**src/rtl/gnr_attractor_ctrl_pkg.sv**
```systemverilog
// Shared definitions for the GNR attractor controller.
//   gnr_state_e : sequencer states
//   step_w()    : width of step/period counters for a given pair budget
package gnr_ctrl_pkg;

  typedef enum logic [2:0] {
    ST_IDLE,
    ST_LOAD,
    ST_RUNA,
    ST_RUNB,
    ST_CMP,
    ST_PSTEP,
    ST_PCHK,
    ST_DONE
  } gnr_state_e;

  // Counters must be able to hold the budget value itself.
  function automatic int step_w(input int max_pairs);
    return $clog2(max_pairs + 1);
  endfunction

endpackage

```
**src/rtl/gnr_attractor_ctrl_if.sv**
```systemverilog
// Result port of the GNR attractor controller (valid/ready).
//   master : controller side, drives valid and result fields, receives ready
//   slave  : host side
interface gnr_attractor_ctrl_if #(
  parameter int N_NODES = 6,
  parameter int STEP_W  = 11
) ();

  logic               res_valid;
  logic               res_ready;
  logic [STEP_W-1:0]  res_steps;
  logic [STEP_W-1:0]  res_period;
  logic [N_NODES-1:0] res_state;
  logic               res_timeout;

  modport master (
    output res_valid, res_steps, res_period, res_state, res_timeout,
    input  res_ready
  );

  modport slave (
    input  res_valid, res_steps, res_period, res_state, res_timeout,
    output res_ready
  );

endinterface

```
**src/rtl/gnr_attractor_ctrl_result_reg.sv**
```systemverilog
// gnr_result_reg: valid/ready holding register for the run result.
//   clk, rst_n   : clock, synchronous active-low reset
//   ld           : capture ld_* fields and raise res_valid
//   ld_steps     : meet step-pair count
//   ld_period    : attractor period
//   ld_state     : attractor state snapshot
//   ld_timeout   : budget exhausted flag
//   res          : result port (master side)
module gnr_result_reg
  import gnr_ctrl_pkg::*;
#(
  parameter int N_NODES = 6,
  parameter int STEP_W  = 11
) (
  input  logic               clk,
  input  logic               rst_n,
  input  logic               ld,
  input  logic [STEP_W-1:0]  ld_steps,
  input  logic [STEP_W-1:0]  ld_period,
  input  logic [N_NODES-1:0] ld_state,
  input  logic               ld_timeout,
  gnr_attractor_ctrl_if.master res
);

  always_ff @(posedge clk) begin
    if (!rst_n) begin
      res.res_valid   <= 1'b0;
      res.res_steps   <= '0;
      res.res_period  <= '0;
      res.res_state   <= '0;
      res.res_timeout <= 1'b0;
    end else if (ld) begin
      res.res_valid   <= 1'b1;
      res.res_steps   <= ld_steps;
      res.res_period  <= ld_period;
      res.res_state   <= ld_state;
      res.res_timeout <= ld_timeout;
    end else if (res.res_valid && res.res_ready) begin
      res.res_valid   <= 1'b0;
    end
  end

endmodule

```
**src/rtl/gnr_attractor_ctrl.sv**
```systemverilog
// gnr_attractor_ctrl: tortoise/hare sequencer for a GNR node array.
// Loads a seed, steps the nodes in pairs until s0==s1, then steps the hare
// alone to measure the attractor period, and returns the result over a
// valid/ready port.
//   clk, rst_n          : clock, synchronous active-low reset
//   start, seed         : launch a run (sampled in IDLE) with initial state
//   reset_nos           : node load strobe, init_state is the load value
//   start_s0, start_s1  : tortoise / hare step enables
//   net_s0, net_s1      : node array s0 / s1 vectors
//   busy                : controller not idle
//   res                 : result port (master side)
// Optional macro GNR_TRACE_EN adds trace_valid / trace_state outputs that
// report net_s1 once per CMP and PCHK state.
module gnr_attractor_ctrl
  import gnr_ctrl_pkg::*;
#(
  parameter int N_NODES   = 6,
  parameter int MAX_PAIRS = 1024
) (
  input  logic               clk,
  input  logic               rst_n,
  input  logic               start,
  input  logic [N_NODES-1:0] seed,
  output logic               reset_nos,
  output logic [N_NODES-1:0] init_state,
  output logic               start_s0,
  output logic               start_s1,
  input  logic [N_NODES-1:0] net_s0,
  input  logic [N_NODES-1:0] net_s1,
  output logic               busy,
`ifdef GNR_TRACE_EN
  output logic               trace_valid,
  output logic [N_NODES-1:0] trace_state,
`endif
  gnr_attractor_ctrl_if.master res
);

  localparam int STEP_W = step_w(MAX_PAIRS);
  localparam logic [STEP_W-1:0] MAX_CNT = STEP_W'(MAX_PAIRS);

  gnr_state_e         state;
  logic [STEP_W-1:0]  j;
  logic [STEP_W-1:0]  period;
  logic [N_NODES-1:0] snapshot;
  logic               timeout_q;
  logic               ld;
  logic [STEP_W-1:0]  j_inc;
  logic [STEP_W-1:0]  period_inc;

  assign j_inc      = j + 1'b1;
  assign period_inc = period + 1'b1;

  // Strobes are registered: each one is set on the edge that enters the
  // state in which it must be high.
  always_ff @(posedge clk) begin
    if (!rst_n) begin
      state      <= ST_IDLE;
      reset_nos  <= 1'b0;
      start_s0   <= 1'b0;
      start_s1   <= 1'b0;
      init_state <= '0;
      busy       <= 1'b0;
      j          <= '0;
      period     <= '0;
      snapshot   <= '0;
      timeout_q  <= 1'b0;
      ld         <= 1'b0;
`ifdef GNR_TRACE_EN
      trace_valid <= 1'b0;
      trace_state <= '0;
`endif
    end else begin
      reset_nos <= 1'b0;
      start_s0  <= 1'b0;
      start_s1  <= 1'b0;
      ld        <= 1'b0;
`ifdef GNR_TRACE_EN
      trace_valid <= 1'b0;
      if (state == ST_CMP || state == ST_PCHK) begin
        trace_valid <= 1'b1;
        trace_state <= net_s1;
      end
`endif
      case (state)
        ST_IDLE: begin
          if (start) begin
            init_state <= seed;
            reset_nos  <= 1'b1;
            busy       <= 1'b1;
            j          <= '0;
            period     <= '0;
            timeout_q  <= 1'b0;
            state      <= ST_LOAD;
          end
        end
        ST_LOAD: begin
          start_s0 <= 1'b1;
          start_s1 <= 1'b1;
          state    <= ST_RUNA;
        end
        ST_RUNA: begin
          start_s0 <= 1'b1;
          start_s1 <= 1'b1;
          state    <= ST_RUNB;
        end
        ST_RUNB: begin
          state <= ST_CMP;
        end
        ST_CMP: begin
          j <= j_inc;
          if (net_s0 == net_s1) begin
            snapshot <= net_s0;
            period   <= '0;
            start_s1 <= 1'b1;
            state    <= ST_PSTEP;
          end else if (j_inc == MAX_CNT) begin
            timeout_q <= 1'b1;
            ld        <= 1'b1;
            state     <= ST_DONE;
          end else begin
            start_s0 <= 1'b1;
            start_s1 <= 1'b1;
            state    <= ST_RUNA;
          end
        end
        ST_PSTEP: begin
          period <= period_inc;
          state  <= ST_PCHK;
        end
        ST_PCHK: begin
          if (net_s1 == snapshot) begin
            ld    <= 1'b1;
            state <= ST_DONE;
          end else if (period == MAX_CNT) begin
            timeout_q <= 1'b1;
            ld        <= 1'b1;
            state     <= ST_DONE;
          end else begin
            start_s1 <= 1'b1;
            state    <= ST_PSTEP;
          end
        end
        ST_DONE: begin
          if (res.res_valid && res.res_ready) begin
            busy  <= 1'b0;
            state <= ST_IDLE;
          end
        end
        default: state <= ST_IDLE;
      endcase
    end
  end

  // j and period hold their final values while DONE is entered, so they
  // feed the result register directly.
  gnr_result_reg #(
    .N_NODES (N_NODES),
    .STEP_W  (STEP_W)
  ) u_result_reg (
    .clk        (clk),
    .rst_n      (rst_n),
    .ld         (ld),
    .ld_steps   (j),
    .ld_period  (period),
    .ld_state   (snapshot),
    .ld_timeout (timeout_q),
    .res        (res)
  );

endmodule

```
**src/flat_wrapper.sv**
```systemverilog
// flat-port wrapper written by rule: the top's interface ports become plain ports
module gnr_attractor_ctrl_flat import gnr_ctrl_pkg::*;
#(
  parameter int N_NODES   = 6,
  parameter int MAX_PAIRS = 1024
)
  (clk, rst_n, start, seed, reset_nos, init_state, start_s0, start_s1, net_s0, net_s1, busy, res_res_valid, res_res_steps, res_res_period, res_res_state, res_res_timeout, res_res_ready);
  gnr_attractor_ctrl_if #(.N_NODES(N_NODES), .STEP_W((step_w((1024))))) res_i ();
  input  logic clk;
  input  logic rst_n;
  input  logic start;
  input  logic [N_NODES-1:0] seed;
  output logic reset_nos;
  output logic [N_NODES-1:0] init_state;
  output logic start_s0;
  output logic start_s1;
  input  logic [N_NODES-1:0] net_s0;
  input  logic [N_NODES-1:0] net_s1;
  output logic busy;
  output wire logic [$bits(res_i.res_valid)-1:0] res_res_valid;
  output wire logic [$bits(res_i.res_steps)-1:0] res_res_steps;
  output wire logic [$bits(res_i.res_period)-1:0] res_res_period;
  output wire logic [$bits(res_i.res_state)-1:0] res_res_state;
  output wire logic [$bits(res_i.res_timeout)-1:0] res_res_timeout;
  input wire logic [$bits(res_i.res_ready)-1:0] res_res_ready;
  assign res_res_valid = res_i.res_valid;
  assign res_res_steps = res_i.res_steps;
  assign res_res_period = res_i.res_period;
  assign res_res_state = res_i.res_state;
  assign res_res_timeout = res_i.res_timeout;
  assign res_i.res_ready = res_res_ready;
  gnr_attractor_ctrl #(.N_NODES(N_NODES), .MAX_PAIRS(MAX_PAIRS)) u_core (.clk(clk), .rst_n(rst_n), .start(start), .seed(seed), .reset_nos(reset_nos), .init_state(init_state), .start_s0(start_s0), .start_s1(start_s1), .net_s0(net_s0), .net_s1(net_s1), .busy(busy), .res(res_i));
endmodule
```
**config.mk**
```make
export PLATFORM = sky130hd
export DESIGN_NAME = gnr_attractor_ctrl_flat
export DESIGN_NICKNAME = d
export VERILOG_FILES = /design/src/rtl/gnr_attractor_ctrl_pkg.sv /design/src/rtl/gnr_attractor_ctrl_if.sv /design/src/rtl/gnr_attractor_ctrl_result_reg.sv /design/src/rtl/gnr_attractor_ctrl.sv /design/src/flat_wrapper.sv
export SDC_FILE = /design/constraint.sdc
export NUM_CORES = 1
export LEC_CHECK = 0
export BUFFER_PORTS_ARGS = -buffer_cell sky130_fd_sc_hd__buf_2
export CORE_ASPECT_RATIO = 0.8
export CORE_MARGIN = 5
export CORE_UTILIZATION = 51
export DETAILED_ROUTE_END_ITERATION = 10
export PLACE_DENSITY = 0.73
export SETUP_SLACK_MARGIN = 0.4
export SLEW_MARGIN = 15
export SYNTH_ARGS = -nofsm -noshare
export SYNTH_HDL_FRONTEND = slang
export SYNTH_HIERARCHICAL = 1
export SYNTH_SLANG_ARGS = --single-unit
export TNS_END_PERCENT = 10
```
**constraint.sdc**
```tcl
create_clock -name clk -period 5.4 [get_ports clk]
set_clock_uncertainty 0.05 [all_clocks]
set_input_delay 0.54 -clock clk [delete_from_list [all_inputs] [get_ports clk]]
set_output_delay 0.54 -clock clk [all_outputs]
set_load 0.1 [all_outputs]
```
### Yosys cells after proc, flatten, opt, wreduce, memory -nomap -nowiden

Index checks and enable logic that the tools add are counted.

* register bits: 73
* bits in latches: 0
* RAM bits: 0
* ROM bits: 0
* input bits: 22
* output and inout bits: 40
* logic and storage cells: 86
* memories kept: 0

* add/subtract/negate cells: 2
* multiply operators: 0
* divide/modulo/power cells: 0
* order comparisons: 0
* eq/ne operators: 18
* shifts and indexed selects: 0
* muxes and demuxes: 34
* bitwise logic cells: 0
* reductions and logical operators: 16

Operators by type and width (count)
* 11-bit case mux with 3 select lines: 1
* 3-bit case mux with 8 select lines: 1
* 11-bit by 1-bit adder with 11-bit output, second input constant: 2
* 11-bit == test, second input constant: 2
* 11-bit two-way mux: 2
* 11-bit case mux with 2 select lines: 1
* 1-bit two-way mux: 18
* 3-bit two-way mux: 5
* 3-bit == test, second input constant: 4
* 6-bit == test: 2
* 2-bit AND reduction: 5
* 2-bit by 1-bit inequality test with 1-bit output, second input constant: 4
* 3-bit by 2-bit == test with 1-bit output, second input constant: 2
* 2-bit inequality test, second input constant: 3
* 1-bit case mux with 2 select lines: 3
* 1-bit case mux with 3 select lines: 2
* 3-bit AND reduction: 2
* 6-bit AND reduction: 1
* 2-bit nonzero test: 3
* 3-bit nonzero test: 2
* 3-bit by 1-bit == test with 1-bit output, second input constant: 1
* 3-bit zero test: 1
* 2-bit two-way mux: 1
* 2-bit OR reduction: 1
* 1-bit logical AND: 1

### Logic depth before layout (Yosys ltp)

Gate-level depths: netlist (run 1).

* word-level depth: 5
* mapped depth: 9
* depth with buffers taken out: 7

### Modules after synthesis

Netlist (run 1), hierarchy kept.

Modules (own cells, without submodules)
* gnr_attractor_ctrl: instances 1, cells an instance 286, area an instance 2347.3 sq um, seq. area each 860.8 sq um
* gnr_result_reg: instances 1, cells an instance 97, area an instance 1168.6 sq um, seq. area each 600.6 sq um

### Least setup slack after synthesis (run 1)

No wires, ideal clock.

* path kind: register -> register
* from: reg u_core.j[0]
* to: reg u_core.start_s1
* setup time: 0.120 ns
* arrival time: 2.084 ns
* required time: 5.230 ns
* setup slack: 3.146 ns
* stages on the path, launching flop included: 8
* buffers on the path: 1
* period minus slack after synthesis: 2.254 ns
* path through: dfxtp_1 -> ha_1 -> dlymetal6s2s_1 -> nand3_1 -> a2111oi_1 -> nor4b_4 -> a21oi_2 -> o31a_1

* longest elaborated chain between the ends: 5

RTL lines
* start, declared: RTL line gnr_attractor_ctrl.sv:42 `logic [STEP_W-1:0] j;`
* start signal, assigned: RTL line gnr_attractor_ctrl.sv:110 `j <= j_inc;`
* 11-bit by 1-bit adder with 11-bit output: RTL line gnr_attractor_ctrl.sv:50 `assign j_inc = j + 1'b1;`
* 11-bit == test: RTL line gnr_attractor_ctrl.sv:116 `end else if (j_inc == MAX_CNT) begin`
* 1-bit two-way mux: RTL line gnr_attractor_ctrl.sv:116
* 1-bit two-way mux: RTL line gnr_attractor_ctrl.sv:111 `if (net_s0 == net_s1) begin`
* 1-bit case mux with 3 select lines: RTL line gnr_attractor_ctrl.sv:84 `case (state)`
* end signal, assigned: RTL line gnr_attractor_ctrl.sv:98 `start_s1 <= 1'b1;`
* end signal, assigned: RTL line gnr_attractor_ctrl.sv:114 `start_s1 <= 1'b1;`
* end signal, assigned: RTL line gnr_attractor_ctrl.sv:122 `start_s1 <= 1'b1;`
* end, declared: RTL line gnr_attractor_ctrl.sv:27 `output logic start_s1,`

Every way passes these cells.
A chain may end at the register's enable or synchronous reset.

### Worst setup path after layout (run 1)

Same ends and word-level chain as after synthesis.

==> impl_metrics.py, run 1 <==
metrics = {
    "worst_hold_path": {
        "min_from": "seed[5]",
        "hold_path.class": "in -> reg",
    },
    "synth": {
        "muxShareOfSynthArea": 0.110,
        "ys_seq_elements": 73,
        "ys_types": 53,
        "seq_area_frac_synth": 0.416,
        "netlist_area_mm2": 0.00352,
        "async_flop_share": 0,
        "synth_fa_ha_area_frac": 0.0142,
        "synth-compound-area-share": 0.120,
        "synth_xor_area_frac": 0.0448,
        "synth_ff_type": "dfxtp_1",
        "syn-instance-count": 383,
        "yosysWarningCount": 6,
        "synth_edf_count": 0,
        "synth-simple-area-share": 0.233,
        "avgSynthCellArea_um2": 9.18,
        "synth_top_family_by_area": "simple AND/OR/NAND/NOR gates",
        "syn_nets": 409,
    },
    "global_routing": {
        "grt_util_met1": 0.255,
        "met2_usage": 0.253,
        "grt_usage": 0.180,
        "use_met3": 0.0556,
        "grt_max_degree": 38,
        "grt_pass1_wl_mm": 12.5,
        "overflow": 0,
        "antenna_found_initial": 0,
        "grt.busiest_layer": "met1",
        "first_global_vias": 2661,
    },
    "power": {
        "p_int_uw": 890,
        "pwr-share-clk": 0.432,
        "powerDensity_mw_per_mm2": 302,
        "p_comb_frac": 0.103,
        "switchingPower_uw": 310,
        "static-leakage-power_uw": 0.00160,
        "peakVddDrop_mv": 0.154,
        "swShare": 0.259,
        "p_seq_frac": 0.466,
        "power_uw": 1200,
    },
    "finish": {
        "multi_input_area_mm2": 0.00183,
        "diodes": 0,
        "final_util": 0.585,
        "regArea_mm2": 0.00146,
        "layout-drive-gt1-share": 0.203,
        "num-nets-final": 459,
        "final_cells": 525,
        "fillers": 609,
        "area_growth_pct": 13.0,
    },
    "sta": {
        "setup_viol": 0,
        "drv_slew": 0,
        "tightest_slew_ns": 0.955,
        "fmax_ghz": 0.379,
        "rsz0062_at_grt": "no",
        "fin_crit_sh": 0.489,
        "finalCriticalPeriod_ns": 2.64,
        "relSlewSlack": 0.363,
        "final-hold-violation-count": 0,
        "fin_setup_tns_ns": 0,
        "worst_slack_ns": 2.76,
    },
    "die": {
        "die_x_um": 103,
        "die_h_um": 84.3,
        "fp.coreArea_mm2": 0.00679,
        "die_area_mm2": 0.00866,
        "rows": 27,
        "ioPinCount": 62,
        "start_util": 0.518,
    },
    "worst_setup_path": {
        "required_ns": 5.60,
        "crit_type": "reg -> reg",
        "max_stage_delay_ns": 0.50,
        "timing.rr.start": "u_core/j[0]",
        "cp.arrival_ns": 2.84,
        "crit_chain": "ha_1 -> and4_2 -> o21ai_0 -> a2111oi_1 -> nor4b_4 -> a21oi_2 -> o31a_1",
        "worst_path_dominant_cell_family": "compound AO/OA/AOI/OAI gates",
        "end_kind": "register",
        "startpoint_type": "register",
        "cpMaxStageDelayCell": "ha_1",
        "startpoint": "u_core/j[0]",
        "path_max_fanout": 13,
        "critPathBufInv": 0,
    },
    "detailed_routing": {
        "wl_per_cell_um": 14.6,
        "finalWirelength_mm": 7.67,
        "drt_iter0_markers": 141,
        "dr.pass1.iters": 4,
        "via_count": 2824,
        "antenna_left": 0,
        "routed_via_density": 5.38,
        "drc": 0,
    },
    "placed_design": {
        "port_buffers": 61,
        "gp_congestion": 0.858,
        "dp.cells": 509,
        "hpwlAfterDp_mm": 5.19,
        "pre_cts_ws_ns": 2.83,
    },
    "clocking": {
        "cts_buffers": 9,
        "clk_latency_ns": 0.35,
        "cts_root_buffer": "clkbuf_8",
        "cts.sinks": 73,
        "cts_buffer_depth": 2,
        "ctsHoldBuffers": 0,
        "tritoncts": "done",
        "cts_setup_buffers": 0,
        "h-tree-depth": 3,
        "clk_pin_slew_worst_paths_ns": 0.08,
        "cts.repair.resized": 0,
    },
    "outcome": {
        "status": "finished clean",
    },
    "flow_run": {
        "maxCapViolations": 0,
    },
}
==> cell families after synthesis <==
group                    after synthesis
AO/OA/AOI/OAI                         72
flip-flops                            73
adder cells (fa/ha/maj)                4
buffers and inverters                 27
XOR/XNOR                              18
multiplexers                          38
AND/OR/NAND/NOR                      151
==> worst paths after layout <==
path	endpoint	slack (ns)	cells past startpoint
worst max-delay path	u_core/start_s1	2.76	7
worst min-delay path	u_core/init_state[5]	0.38	3
worst max register to register	u_core/start_s1	2.76	7
worst min register to register	u_core/init_state[5]	0.40	2
==> worst min-delay path, delay by kind of cell <==
kind / cells / cell delay (ns)
AO/OA/AOI/OAI: 1 / 0.05
buffers and inverters: 1 / 0.10
AND/OR/NAND/NOR: 1 / 0.05
==> cell usage in the layout, fill, tap and decap left out, types with 2 or more instances in the layout <==
cell and count:
bufinv_16 3, inv_1 5, nor4_1 2, mux2i_1 37
nor2b_1 32, a31oi_1 8, a21oi_1 31, xnor2_1 8
o21ai_0 17, nor3_1 5, ha_1 4, and3_1 6
nand2b_1 3, nand3b_1 2, nor2_1 34, xor2_1 10
nand4_1 5, and2_1 3, nand2_1 30, or3_1 4
a21o_1 3, dfxtp_1 72, buf_2 61, clkbuf_8 9
o21a_1 3, nand3_1 11
==> layer usage <==
layer  share of wire  vias to the layer above
li1                -                     1433
met1            0.51                     1280
met2            0.40                       98
met3           0.072                       13
met4           0.017                        0
met5               0                        -
==> cell usage after synthesis, types with 6 or more instances <==
cell | instances | share of area
o21ai_0 | 17 | 0.024
nand3_1 | 11 | 0.016
clkbuf_1 | 10 | 0.011
nand2_1 | 30 | 0.032
nor2b_1 | 32 | 0.057
buf_6 | 7 | 0.022
xor2_1 | 10 | 0.025
a31oi_1 | 8 | 0.014
xnor2_1 | 8 | 0.020
nor2_1 | 34 | 0.036
dfxtp_1 | 73 | 0.42
a21oi_1 | 31 | 0.044
mux2i_1 | 37 | 0.11
and3_1 | 6 | 0.011
==> flip-flops by register name, summed over array words and instances (netlist names), 3 cells and up <==
name / count
u_core/u_result_reg/res.res_steps: 11
u_core/init_state: 6
u_core/snapshot: 6
u_core/u_result_reg/res.res_state: 6
u_core/u_result_reg/res.res_period: 11
u_core/j: 11
u_core/state: 3
u_core/period: 11
==> final cells by class <==
type,instances,area share
Multi-Input combinational cell,283,0.462
Timing Repair Buffer,61,0.0769
Sequential cell,73,0.368
Clock inverter,6,0.0290
Tap cell,87,0.0274
Clock buffer,10,0.0321
Inverter,5,0.00473
==> stage by stage <==
| step | cell area, um2 | hold slack [ns] |
|---|---|---|
| after floorplan | 3520 | 0.382 |
| after global placement | 3730 | 0.389 |
| after detailed placement | 3730 | 0.396 |
| after CTS | 3970 | 0.380 |
| after global routing | 3970 | 0.388 |
| final | 3970 | 0.384 |
==> power groups by stage <==
stage / Sequential [uW] / Clock (uW) / Combinational (uW)
4_1_cts: 559 / 526 / 124
3_5_place_dp: 572 / 0 / 123
3_3_place_gp: 571 / 0 / 122
6_report: 559 / 518 / 123
2_1_floorplan: 615 / 0 / 52.7
5_1_grt: 561 / 553 / 133
(Power assumes the default switching activity.)
==> run 2: changes to the inputs <==
- ABC_AREA: not set -> 1
- clock period: 5.4 -> 2.76 ns (I/O delays scaled with it)
==> run 2 against run 1 <==
  * Largest power group unchanged
  * Die area decreased by 1.1%
  * Via count rose by 16%
  * Non-clock buffer count up 3
  * Wire length up 10%
  * Register-to-register slack worse by 1.9 ns
  * Hold slack worse by 0.26 ns
  * Clock power is 83% higher
  * Synthesized area decreased by 1.3%
==> impl_metrics.py, run 2 <==
metrics = {
    "sta": {
        "rsz0062_at_grt": "no",
        "relSlewSlack": 0.515,
        "fin_setup_tns_ns": 0,
        "final-hold-violation-count": 0,
        "fin_crit_sh": 0.681,
        "tightest_slew_ns": 0.725,
        "setup_viol": 0,
        "finalCriticalPeriod_ns": 1.88,
        "drv_slew": 0,
        "fmax_ghz": 0.532,
    },
    "worst_setup_path": {
        "startpoint_type": "register",
        "crit_type": "reg -> reg",
        "cpMaxStageDelayCell": "nand3_1",
        "rrSetupSlack_ns": 0.88,
        "end_kind": "register",
        "critPathBufInv": 1,
        "crit_chain": "nand2_2 -> nor2_4 -> nand3_1 -> inv_1 -> o21ai_1 -> a21oi_1",
        "max_stage_delay_ns": 0.42,
        "cp.arrival_ns": 2.11,
        "required_ns": 2.99,
        "worst_path_dominant_cell_family": "simple AND/OR/NAND/NOR gates",
        "path_max_fanout": 17,
    },
    "power": {
        "peakVddDrop_mv": 0.402,
        "static-leakage-power_uw": 0.00187,
        "power_uw": 2350,
        "powerDensity_mw_per_mm2": 584,
    },
    "global_routing": {
        "first_global_vias": 3021,
        "overflow": 0,
        "grt_usage": 0.205,
        "antenna_found_initial": 0,
        "grt_max_degree": 43,
        "grt_pass1_wl_mm": 14.3,
    },
    "synth": {
        "synth_xor_area_frac": 0.0278,
        "synth-compound-area-share": 0.125,
        "synth_fa_ha_area_frac": 0.0144,
        "yosysMostFrequentCell": "nand2_1",
        "synth_ff_type": "dfxtp_1",
        "synth_edf_count": 0,
        "ys_types": 35,
        "yosysWarningCount": 6,
        "synth_top_area_share": 0.421,
        "netlist_area_mm2": 0.00347,
        "ys_seq_elements": 73,
        "synth_top_family_by_area": "simple AND/OR/NAND/NOR gates",
        "post-synth-top-area-cell": "dfxtp_1",
        "async_flop_share": 0,
        "netlist_top_cells_area": "dfxtp_1, nand2_1, nor2_1",
        "avgSynthCellArea_um2": 7.00,
        "syn_nets": 522,
        "muxShareOfSynthArea": 0,
        "seq_area_frac_synth": 0.421,
        "syn-instance-count": 496,
        "synth_common_cells": "nand2_1, nor2_1, dfxtp_1",
        "synth-simple-area-share": 0.329,
    },
    "clocking": {
        "cts.repair.resized": 0,
        "cts_buffer_depth": 2,
        "h-tree-depth": 3,
        "clk_pin_slew_worst_paths_ns": 0.07,
        "clk_latency_ns": 0.35,
        "cts.sinks": 73,
        "cts_root_buffer": "clkbuf_8",
        "cts_buffers": 9,
        "ctsHoldBuffers": 0,
        "cts_setup_buffers": 0,
        "tritoncts": "done",
    },
    "detailed_routing": {
        "antenna_left": 0,
        "dr.pass1.iters": 4,
        "via_count": 3271,
        "drc": 0,
        "drt_iter0_markers": 228,
        "finalWirelength_mm": 8.47,
        "routed_via_density": 5.10,
        "wl_per_cell_um": 13.2,
    },
    "die": {
        "start_util": 0.533,
        "ioPinCount": 62,
        "rows": 26,
        "fp.coreArea_mm2": 0.00651,
        "die_x_um": 102,
        "die_h_um": 83.8,
        "die_area_mm2": 0.00857,
    },
    "finish": {
        "diodes": 0,
        "final_cell_mix": "nand2_1, nor2_1, dfxtp_1, buf_2, a21oi_1",
        "multi_input_area_mm2": 0.00172,
        "num-nets-final": 579,
        "fillers": 625,
        "layout-drive-gt1-share": 0.199,
        "regArea_mm2": 0.00146,
        "area_growth_pct": 15.7,
        "final_common_cell": "nand2_1",
    },
    "placed_design": {
        "hpwlAfterDp_mm": 5.88,
        "gp_congestion": 0.890,
        "port_buffers": 61,
    },
    "worst_hold_path": {
        "hold_path.class": "in -> reg",
    },
    "flow_run": {
        "maxCapViolations": 0,
    },
    "outcome": {
        "status": "finished clean",
    },
}
==> run 2: cell count changes after synthesis, sizes merged, moves of 10 or more <==
cell	delta
a21oi	+10
nor2b	-32
nor2	+58
mux2i	-37
inv	+37
nand3	+25
nand2	+86
o21ai	+23
==> run 2: logic make-up (layout without fill, tap and decap cells) <==
group / Yosys count / in the layout
compound gates: 84 / 84
xor+xnor: 11 / 11
fa+ha+maj: 4 / 4
buf+inv: 62 / 124
flops: 73 / 73
simple gates: 262 / 262
==> run 2: power by group <==
part	total [uW]	switching, uW	internal, uW
Sequential	1090	14.5	1080
Combinational	306	239	67.4
Clock	950	395	555
Total	2350	648	1700
==> run 2: final cells by class <==
cell class	instances	area share
well taps	84	0.0262
repair buffers	64	0.0816
clock buffers	11	0.0377
inverters	44	0.0424
flip-flops and latches	73	0.364
clock inverters	5	0.0193
multi-input cells	361	0.429
==> run 2: per-stage QoR <==
stage | hold slack (ns) | instances | setup slack (ns) | util | area, um2
floorplan | 0.368 | 496 | 1.05 | - | 3470
global placement | 0.402 | 626 | 1.01 | 0.582 | 3790
detailed placement | 0.405 | 626 | 0.935 | 0.582 | 3790
CTS | 0.114 | 642 | 0.904 | 0.617 | 4020
global route | 0.124 | 642 | 0.705 | 0.617 | 4020
finish | 0.128 | 642 | 0.880 | 0.617 | 4020
==> run 2: final timing paths <==
check | startpoint | endpoint | cells past startpoint
worst max-delay path | u_core/state[2] | u_core/snapshot[0] | 6
worst min-delay path | seed[3] | u_core/init_state[3] | 3
worst max register to register | u_core/state[2] | u_core/snapshot[0] | 6
worst min register to register | u_core/init_state[5] | u_core/init_state[5] | 2
==> run 2: worst min-delay path, stage by stage <==
cell,delay (ns)
buf_2,0.10
nand2_1,0.05
a21oi_1,0.05
==> run 2: per-layer routing <==
layer | share of wire | vias up | wire [um] | track usage
li1 | - | 1697 | - | -
met3 | 0.095 | 3 | 806 | 0.0485
met1 | 0.48 | 1446 | 4080 | 0.299
met2 | 0.42 | 125 | 3570 | 0.297
met4 | 0.0025 | 0 | 21 | 0.0632
met5 | 0 | - | 0 | 0
==> run 3: changes to the inputs <==
- CORE_UTILIZATION: 51 -> 50
- PLACE_DENSITY: 0.73 -> 0.75
- clock period: 2.76 -> 1.7 ns (I/O delays scaled with it)
==> run 3 against run 2 <==
  * Hold slack lost 0.11 ns
  * Largest cell class unchanged
  * Non-clock buffer count grew 34
  * Final area grew 12%
==> impl_metrics.py, run 3 (same netlist as run 2, synthesis figures left out) <==
metrics = {
    "outcome": {
        "status": "finished clean",
    },
    "placed_design": {
        "port_buffers": 61,
        "placed_area_mm2": 0.00392,
        "gp_congestion": 0.865,
        "hpwlAfterDp_mm": 6.00,
        "pre_cts_ws_ns": 0.100,
        "dp.cells": 642,
    },
    "clocking": {
        "cts.sinks": 73,
        "h-tree-depth": 3,
        "cts_buffer_depth": 2,
        "clk_pin_slew_worst_paths_ns": 0.08,
        "clk_latency_ns": 0.35,
        "tritoncts": "done",
        "cts_buffers": 9,
        "cts_root_buffer": "clkbuf_8",
    },
    "worst_setup_path": {
        "cpMaxStageDelayCell": "dfxtp_4",
        "crit_chain": "ha_4 -> nand2_4 -> nor2_4 -> nand3_2 -> nand2_2 -> nand2_2 -> nor2_4 -> nand2_2 -> nand2_2 -> nand2_2 -> a21oi_2",
        "critPathBufInv": 0,
        "required_ns": 1.94,
        "cp.arrival_ns": 1.84,
        "startpoint_type": "register",
        "rrSetupSlack_ns": 0.1,
        "cpMostUsedCell": "nand2_2",
        "path_max_fanout": 5,
        "end_kind": "register",
        "worst_path_dominant_cell_family": "simple AND/OR/NAND/NOR gates",
        "crit_type": "reg -> reg",
        "max_stage_delay_ns": 0.37,
    },
    "sta": {
        "rsz0062_at_grt": "yes",
        "relSlewSlack": 0.675,
        "final-hold-violation-count": 0,
        "drv_slew": 0,
        "tightest_slew_ns": 0.491,
        "setup_viol": 0,
        "fin_setup_tns_ns": 0,
        "fin_crit_sh": 0.943,
        "finalCriticalPeriod_ns": 1.60,
        "hold_ws_ns": 0.0194,
        "fmax_ghz": 0.624,
        "worst_slack_ns": 0.0963,
    },
    "global_routing": {
        "overflow": 0,
        "first_global_vias": 3243,
        "grt_usage": 0.212,
        "grt_pass1_wl_mm": 15.0,
        "grt_max_degree": 31,
        "antenna_found_initial": 0,
    },
    "die": {
        "ioPinCount": 62,
        "die_x_um": 103,
        "die_h_um": 84.5,
        "start_util": 0.509,
        "rows": 27,
        "die_area_mm2": 0.00872,
        "fp.coreArea_mm2": 0.00682,
    },
    "finish": {
        "final_cell_mix": "nand2_1, nor2_1, buf_2, dfxtp_1, a21oi_1",
        "design_area_mm2": 0.00449,
        "diodes": 0,
        "final_cells": 679,
        "layout-drive-gt1-share": 0.306,
        "area_growth_pct": 29.3,
        "num-nets-final": 613,
        "final_common_cell": "nand2_1",
    },
    "detailed_routing": {
        "wl_per_cell_um": 13.4,
        "antenna_left": 0,
        "drt_iter0_markers": 252,
        "via_count": 3482,
        "drc": 0,
        "dr.pass1.iters": 5,
        "routed_via_density": 5.13,
        "finalWirelength_mm": 9.09,
    },
    "flow_run": {
        "maxCapViolations": 0,
    },
    "power": {
        "peakVddDrop_mv": 0.490,
        "powerDensity_mw_per_mm2": 901,
        "static-leakage-power_uw": 0.00212,
    },
    "worst_hold_path": {
        "hold_path.class": "in -> reg",
    },
}
[run 3: cell types whose count changed in the layout (fill, tap and decap cells not counted), moves of 7 or more]
cell	change
dfxtp_1	-16
dfxtp_4	+7
dfxtp_2	+9
buf_4	+31
nand3_1	-7
[run 3: path summary, 6_finish.rpt]
path,from,to,cells past startpoint
worst max-delay path,u_core/j[1],u_core/timeout_q,11
worst min-delay path,seed[4],u_core/init_state[4],3
worst max register to register,u_core/j[1],u_core/timeout_q,11
worst min register to register,u_core/init_state[4],u_core/init_state[4],2
[run 3: cell type report]
cell class / count / area, um2
clock buffer: 12 / 165
clock inverter: 4 / 97.6
fill: 581 / 2340
inverter: 44 / 175
multi-input combinational: 361 / 1850
sequential: 73 / 1500
tap: 87 / 109
timing repair buffer: 98 / 592
[run 3: where the power goes]
| group | total (uW) | switching (uW) | internal [uW] |
|---|---|---|---|
| logic | 531 | 396 | 135 |
| registers | 1760 | 22.9 | 1740 |
| clock network | 1750 | 659 | 1100 |
[run 3: stage by stage]
stage                     utilization  power [uW]
after floorplan                     -        2190
after global placement          0.574        2300
after detailed placement        0.574        2310
after CTS                       0.633        4050
after global routing            0.658        4200
final                           0.658        4050
[run 3: worst min-delay path, stage by stage]
cell	delay (ns)
buf_2	0.10
nand2_1	0.06
a21oi_1	0.05
[run 3: metal layers]
| layer | global-route usage | share of wire | wire (um) |
|---|---|---|---|
| met1 | 0.292 | 0.47 | 4280 |
| met2 | 0.328 | 0.45 | 4080 |
| met3 | 0.0465 | 0.067 | 611 |
| met4 | 0.0729 | 0.013 | 119 |
| met5 | 0 | 0 | 0 |
[run 3: timing repair]
item / 4_1_cts / 5_1_grt
pin swaps: 12 / 13
hold buffers: 1 / 1
endpoints found under the setup margin: 75 / 82
setup buffers: 12 / 7
gates resized for setup: 16 / 35
endpoints found under the hold margin: 1 / 1
